File: src/rtl/md_phase_sequencer.sv
// md_phase_sequencer: steps NUM_PHASES done-gated phases per timestep, toggles the position buffer and stops after num_steps timesteps
module md_phase_sequencer #(
    parameter int NUM_PHASES = 2,
    parameter int NUM_UNITS  = 4,
    parameter int T_WIDTH    = 16
) (
    input  logic                             clk,
    input  logic                             reset,
    input  logic                             mem_set,
    input  logic [T_WIDTH-1:0]               num_steps,
    input  logic [NUM_PHASES*NUM_UNITS-1:0]  unit_done,
    output logic [NUM_PHASES-1:0]            phase_ready,
    output logic [NUM_PHASES-1:0]            phase_start,
    output logic [$clog2(NUM_PHASES)-1:0]    phase_idx,
    output logic                             double_buffer,
    output logic [T_WIDTH-1:0]               timestep,
    output logic                             busy,
    output logic                             sim_done
);
    localparam int PW = $clog2(NUM_PHASES);
    localparam logic [PW-1:0] LAST = PW'(NUM_PHASES - 1);

    typedef enum logic [1:0] {IDLE, RUN, FINISHED} state_t;

    state_t               state, state_n;
    logic [PW-1:0]        phase_n;
    logic [NUM_UNITS-1:0] latch, latch_n, cur_done;
    logic                 first, first_n, dbuf_n, all_done;
    logic [T_WIDTH-1:0]   ts_n, steps, steps_n;

    always_ff @(posedge clk) begin
        if (reset) begin
            state         <= IDLE;
            phase_idx     <= '0;
            latch         <= '0;
            first         <= 1'b0;
            double_buffer <= 1'b0;
            timestep      <= '0;
            steps         <= '0;
        end else begin
            state         <= state_n;
            phase_idx     <= phase_n;
            latch         <= latch_n;
            first         <= first_n;
            double_buffer <= dbuf_n;
            timestep      <= ts_n;
            steps         <= steps_n;
        end
    end

    // the arriving done of the last unit completes the phase in the same cycle
    assign cur_done = unit_done[phase_idx*NUM_UNITS +: NUM_UNITS];
    assign all_done = &(latch | cur_done);

    always_comb begin
        state_n = state;
        phase_n = phase_idx;
        latch_n = latch;
        first_n = 1'b0;
        dbuf_n  = double_buffer;
        ts_n    = timestep;
        steps_n = steps;
        case (state)
            IDLE: if (mem_set) begin
                state_n = RUN;
                steps_n = num_steps;
                phase_n = '0;
                latch_n = '0;
                first_n = 1'b1;
            end
            RUN: begin
                latch_n = latch | cur_done;
                if (all_done && mem_set) begin
                    latch_n = '0;
                    first_n = 1'b1;
                    if (phase_idx == LAST) begin
                        phase_n = '0;
                        dbuf_n  = ~double_buffer;
                        ts_n    = timestep + T_WIDTH'(1);
                        if (steps != '0 && ts_n == steps) begin
                            state_n = FINISHED;
                            first_n = 1'b0;
                        end
                    end else begin
                        phase_n = phase_idx + PW'(1);
                    end
                end
            end
            default: ;
        endcase
    end

    assign phase_ready = (state == RUN) ? (NUM_PHASES'(1) << phase_idx) : '0;
    assign phase_start = first ? phase_ready : '0;
    assign busy        = state == RUN;
    assign sim_done    = state == FINISHED;
endmodule

File: config.mk
export PLATFORM = sky130hd
export DESIGN_NAME = md_phase_sequencer
export DESIGN_NICKNAME = d
export VERILOG_FILES = /design/src/rtl/md_phase_sequencer.sv
export SDC_FILE = /design/constraint.sdc
export NUM_CORES = 1
export LEC_CHECK = 0
export ABC_AREA = 0
export CAP_MARGIN = 25
export CORE_MARGIN = 10
export CORE_UTILIZATION = 46
export CTS_CLUSTER_DIAMETER = 60
export DETAILED_ROUTE_END_ITERATION = 10
export PLACE_DENSITY = 0.8
export SYNTH_ARGS = -nofsm -noshare
export SYNTH_HDL_FRONTEND = slang
export SYNTH_SLANG_ARGS = --single-unit
File: constraint.sdc
create_clock -name clk -period 2.5 [get_ports clk]
set_clock_uncertainty 0.05 [all_clocks]
set_input_delay 0.25 -clock clk [delete_from_list [all_inputs] [get_ports clk]]
set_output_delay 0.25 -clock clk [all_outputs]
set_load 0.01 [all_outputs]
==> results of run 1 <==
[worst max path at each step]
stage | start | endpoint | cells past startpoint
2_1_floorplan | timestep[1] | state[0] | 7
3_3_place_gp | timestep[4] | first | 6
3_5_place_dp | timestep[4] | first | 6
4_1_cts | timestep[4] | first | 6
5_1_grt | timestep[4] | state[0] | 6
6_report | timestep[4] | first | 6
[power by group through the flow]
stage / clock (uW) / combinational [uW] / sequential [uW]
after CTS: 636 / 176 / 696
after detailed placement: 0 / 175 / 712
after floorplan: 0 / 105 / 705
after global routing: 666 / 194 / 700
after global placement: 0 / 173 / 712
final: 626 / 175 / 697
[per-layer routing]
metal	track usage (%)	up-vias	part of all wire, %
met2	24.4	48	48
met1	17.9	1038	47
met5	0	-	0
met3	2.85	6	3.9
li1	-	1113	-
met4	3.86	0	0.99
[final cells by class]
type | count | area share (%)
Timing Repair Buffer | 64 | 20.0
Multi-Input combinational cell | 226 | 45.9
Clock buffer | 5 | 2.23
Clock inverter | 3 | 2.11
Tap cell | 70 | 2.83
Sequential cell | 41 | 26.6
Inverter | 3 | 0.364
[state kept, by name, indices dropped and copies added, names as in the netlist]
signal         cells
latch              4
timestep          16
phase_idx          1
first              1
steps             16
double_buffer      1
state              2
[worst min-delay path, cell delays in order, from the launching register on]
cell,delay [ns]
dfxtp_1,0.32
nand2_1,0.05
a21oi_1,0.05
[kinds of logic after synthesis]
kind of cell / after synthesis / synth area share (%)
compound gates: 46 / 13.1
mux: 6 / 2.70
xor+xnor: 33 / 12.2
simple gates: 140 / 31.4
flops: 41 / 34.7
fa+ha+maj: 1 / 0.529
buf+inv: 22 / 5.34
[placed cells by master (no fill, tap or decap), drive strengths merged, types with 2 or more instances in the layout]
cell type      instances
a211oi                 3
a21oi                 24
and2                   4
and3                   6
buf                   14
bufinv                 2
clkbuf                 5
clkdlybuf4s50         50
dfxtp                 41
inv                    3
mux2                   3
mux2i                  3
nand2                 49
nand2b                 2
nand3                  8
nand4                 14
nor2                  27
nor2b                  7
nor3                   6
nor3b                  2
nor4                   7
nor4b                  2
o21a                   2
o21ai                  2
o31ai                  2
or3                    2
xnor2                 14
xor2                  19
[stage by stage]
| stage | power (uW) | instance area (sq um) | instances | utilization, % | hold WS, ns |
|---|---|---|---|---|---|
| global placement | 884 | 2960 | 404 | 58.6 | 0.401 |
| finish | 1500 | 3090 | 412 | 61.3 | 0.415 |
| global route | 1560 | 3090 | 412 | 61.3 | 0.452 |
| floorplan | 810 | 2360 | 289 | - | 0.336 |
| CTS | 1510 | 3090 | 412 | 61.3 | 0.412 |
| detailed placement | 887 | 2960 | 404 | 58.6 | 0.401 |
==> flow_summary_export.csv, run 1 <==
group,metric,value,unit
clock_tree,clk_latency,0.29,ns
synthesis,synth_top_area_cell,"dfxtp_1",
synthesis,avgSynthCellArea,8.18,sq um
grt,first_global_vias,2167,
timing,setup_tns,0,ns
worst_setup_path,cp_num_buf_inv,0,
placement,dpl.hpwl,4710,um
finish,drive_above_1_share,10.8,%
drt,drc,0,
worst_setup_path,rr_startpoint,"timestep[4]",
synthesis,synth.net_count,317,
min_path,holdPathEnd,"latch[1]",
clock_tree,postCtsSetupBuffers,0,
timing,worst_slew_pin_slew,0.599,ns
timing,period_minus_slack,2.35,ns
power_and_ir_drop,seqPwrFrac,46.5,%
outcome,status,"finished, final reports clean",
timing,setup_viol,0,
min_path,hold_path_class,"flop to flop",
die,die_height,91.7,um
power_and_ir_drop,leakage,0.00114,uW
synthesis,synth_edf_count,0,
drt,routed_via_density,5.35,
timing,finalCritPeriodShare,93.8,%
worst_setup_path,critPathKind,"flop to flop",
placement,portBuffers,50,
worst_setup_path,critPathArrivalTime,2.47,ns
drt,drt_wl_total,5990,um
drt,dr.pass1.iters,4,
clock_tree,ctsLongestPathBuffers,2,
grt,antenna_found_initial,0,
worst_setup_path,rrSetupSlack,0.15,ns
die,die_area,8410,sq um
min_path,min-delay-start,"latch[1]",
timing,slew_viol_final,0,
clock_tree,cts_root_buf,"clkbuf_8",
clock_tree,cts.sinks,41,
clock_tree,cts_max_level,2,
worst_setup_path,cp_max_fo,10,
worst_setup_path,crit_family,"simple AND/OR/NAND/NOR gates",
drt,via_count,2205,
synthesis,yosysSeqAreaShare,34.7,%
finish,area_growth,30.7,%
die,fp.dieW,91.7,um
power_and_ir_drop,p_sw_share,22.3,%
synthesis,synth_common_cells,"nand2_1 (49), dfxtp_1 (41), nor2_1 (27), a21oi_1 (24), xor2_1 (19)",
worst_setup_path,cpPeakStageDelay,0.55,ns
synthesis,synth_ff_type,"dfxtp_1",
die,pin_count,51,
drt,antenna_left,0,
power_and_ir_drop,p_switching,334,uW
grt,grt_usage,14.3,%
timing,grt_setup_unrepaired,"false",
timing,slew_headroom,59.9,%
die,start_util,46.9,%
clock_tree,post_cts_resized,0,
synthesis,ys_async_sr_fraction,0,%
placement,place_ws,0.161,ns
power_and_ir_drop,p_int,1160,uW
timing,hold_violations,0,
finish,final_net_count,369,
flow_run,max_cap_viol_count,0,
finish,regArea,822,sq um
finish,fillers,448,
worst_setup_path,worstPathCellList,"nand3_4 > nor3_2 > o22ai_1 > or4_4 > a2111oi_4 > a21oi_1",
worst_setup_path,required,2.62,ns
worst_setup_path,cp-end-kind,"flop",
drt,drt_first_iter_violations,152,
synthesis,synth_seq_cells,41,
synthesis,syn-cell-area,2360,sq um
synthesis,synth.area.top_cells,"dfxtp_1 (35%), nand2_1 (7.8%), xor2_1 (7.0%)",
timing,max_freq,426,MHz
timing,setup_ws,0.155,ns
power_and_ir_drop,p_per_area,485,nW/um^2
clock_tree,cts_inserted_buffers,5,
power_and_ir_drop,clockPowerShare,41.8,%
clock_tree,cts_tree,"done",
clock_tree,hold_buffers,0,
grt,grt-ovfl-total,0,
synthesis,ys_types,55,
synthesis,yosysMostFrequentCell,"nand2_1",
grt,grt_pass1_wl,10300,um
finish,antenna_cells,0,
worst_setup_path,start_kind,"flop",
finish,multi_input_comb_area,1420,sq um
clock_tree,clk_pin_slew,0.08,ns
grt,grt_max_degree,27,
die,fp-row-count,26,
min_path,hold_path_depth,2,
power_and_ir_drop,power_frac_comb,11.7,%
die,fp.coreArea,5040,sq um
worst_setup_path,crit_path_top_delay_cell,"dfxtp_1",
drt,drt-wirelength-per-cell,14.5,um
synthesis,yosysWarnings,0,
worst_setup_path,worstReg2RegEnd,"first",
worst_setup_path,reg2reg_depth,6,
synthesis,syn_inst,289,
power_and_ir_drop,max-vdd-ir-drop,371,uV
synthesis,synth_top_area_share,34.7,%
placement,gp_congestion,0.890,
Power figures use the tool's default switching activity.
==> run 2, diff against run 1 <==
--- a/config.mk
+++ b/config.mk
@@ -11,7 +11,9 @@
 export CORE_UTILIZATION = 46
 export CTS_CLUSTER_DIAMETER = 60
 export DETAILED_ROUTE_END_ITERATION = 10
+export HOLD_SLACK_MARGIN = 0.06
 export PLACE_DENSITY = 0.8
+export REMOVE_ABC_BUFFERS = 1
 export SYNTH_ARGS = -nofsm -noshare
 export SYNTH_HDL_FRONTEND = slang
 export SYNTH_SLANG_ARGS = --single-unit
==> flow_summary_export.csv, run 2 (synthesis gave the netlist of run 1 again) <==
group,metric,value,unit
placement,gp_congestion,0.822,
die,fp.coreArea,5040,sq um
clock_tree,cts.sinks,41,
placement,dpl.hpwl,4770,um
timing,finalCritPeriodShare,92.2,%
finish,final_cell_mix,"clkdlybuf4s50_1 (50), nand2_1 (49), dfxtp_1 (37)",
timing,grt_setup_unrepaired,"false",
grt,grt_max_degree,20,
grt,grt_usage,14.6,%
flow_run,max_cap_viol_count,0,
worst_setup_path,worstReg2RegEnd,"first",
finish,area_growth,29.4,%
grt,grt.busiest_layer,"met2",
outcome,status,"finished, final reports clean",
clock_tree,cts_max_level,2,
finish,regArea,826,sq um
worst_setup_path,start_kind,"flop",
finish,final_net_count,368,
worst_setup_path,endpoint,"first",
worst_setup_path,rr_startpoint,"timestep[6]",
power_and_ir_drop,p_per_area,467,nW/um^2
die,start_util,46.9,%
grt,gr-usage-met1,18.7,%
drt,via_count,2234,
drt,drt-wirelength-per-cell,15.0,um
finish,drive_above_1_share,11.4,%
drt,routed_via_density,5.44,
clock_tree,hold_buffers,0,
grt,first_global_vias,2263,
clock_tree,cts_tree,"done",
placement,portBuffers,50,
drt,drc,0,
timing,slew_headroom,54.5,%
drt,drt_wl_total,6170,um
finish,antenna_cells,0,
worst_setup_path,cp_max_fo,8,
die,die_height,91.7,um
timing,slew_viol_final,0,
worst_setup_path,required,2.61,ns
power_and_ir_drop,leakage,0.00112,uW
grt,antenna_found_initial,0,
die,pin_count,51,
clock_tree,post_cts_resized,0,
clock_tree,cts_root_buf,"clkbuf_8",
drt,dr.pass1.iters,4,
clock_tree,clk_pin_slew,0.08,ns
timing,setup_tns,0,ns
drt,antenna_left,0,
grt,grt-ovfl-total,0,
finish,top_regs,"steps (16), timestep (16), latch (4)",
finish,multi_input_comb_area,1420,sq um
clock_tree,postCtsSetupBuffers,0,
worst_setup_path,cp-end-kind,"flop",
drt,drt_first_iter_violations,116,
finish,final_common_cell,"clkdlybuf4s50_1",
timing,setup_viol,0,
clock_tree,ctsLongestPathBuffers,2,
timing,hold_violations,0,
placement,placedCellCount,403,
worst_setup_path,reg2reg_depth,6,
worst_setup_path,rrSetupSlack,0.20,ns
timing,period_minus_slack,2.30,ns
die,fp-row-count,26,
grt,grt_pass1_wl,10500,um
worst_setup_path,startpoint,"timestep[6]",
die,die_area,8410,sq um
finish,stdcell_count,411,
clock_tree,cts_inserted_buffers,5,
finish,fillers,448,
die,fp.dieW,91.7,um
grt,gr-usage-met2,23.8,%
grt,grt_use_met3,4.16,%
worst_setup_path,critPathKind,"flop to flop",
min_path,hold_path_class,"flop to flop",
timing,worst_slew_pin_slew,0.681,ns
worst_setup_path,critPathArrivalTime,2.42,ns
clock_tree,clk_latency,0.29,ns
power_and_ir_drop,max-vdd-ir-drop,298,uV
timing,max_freq,434,MHz
[run 2: cell types whose count changed in the layout (fill, tap and decap cells not counted)]
cell | previous run | this run
clkinv_2 | 1 | 0
ha_2 | 0 | 1
dfxtp_2 | 1 | 4
clkbuf_1 | 0 | 1
ha_1 | 1 | 0
dfxtp_1 | 40 | 37
clkbuf_8 | 5 | 6
buf_12 | 1 | 0
bufinv_16 | 2 | 1
[run 2: worst min path at each step]
stage / from / endpoint / slack [ns] / cells after the start
after global routing: latch[1] / latch[1] / 0.44 / 2
final: latch[1] / latch[1] / 0.41 / 2
after detailed placement: latch[1] / latch[1] / 0.40 / 2
after CTS: latch[1] / latch[1] / 0.42 / 2
after floorplan: reset / latch[1] / 0.27 / 1
after global placement: latch[1] / latch[1] / 0.40 / 2
[run 2: critical path: stages (launching register included)]
cell and delay, ns:
dfxtp_1 0.50, nand3_4 0.18, nor3_2 0.24, o22ai_1 0.14, or4_4 0.54, a2111oi_4 0.41, a21oi_1 0.12
[run 2: metal layers]
layer  vias up  part of all wire, %
li1       1107                    -
met1      1066                   48
met2        55                   47
met3         6                  4.5
met4         0                  1.1
met5         -                    0
[run 2: area by class of cell]
class,instances,share of cell area (%)
clock inverters,1,0.982
well taps,70,2.86
multi-input cells,226,46.4
flip-flops and latches,41,27.0
repair buffers,63,19.6
clock buffers,7,2.82
inverters,3,0.368
[run 2: metrics by stage]
stage / power (uW) / hold slack, ns / setup slack [ns] / utilization (%) / cell area, sq um
3_3_place_gp: 883 / 0.397 / 0.207 / 58.2 / 2940
6_report: 1430 / 0.413 / 0.195 / 60.7 / 3060
4_1_cts: 1440 / 0.416 / 0.0978 / 60.5 / 3050
5_1_grt: 1490 / 0.438 / 0.0366 / 60.7 / 3060
2_1_floorplan: 798 / 0.269 / 0.0453 / - / 2250
3_5_place_dp: 886 / 0.404 / 0.103 / 58.2 / 2940
[run 2: where the power goes]
| group | switching, uW | internal, uW | leakage [uW] |
|---|---|---|---|
| Clock | 232 | 326 | 0.0000585 |
| Sequential | 23.0 | 674 | 0.000336 |
| Combinational | 81.6 | 91.7 | 0.000722 |
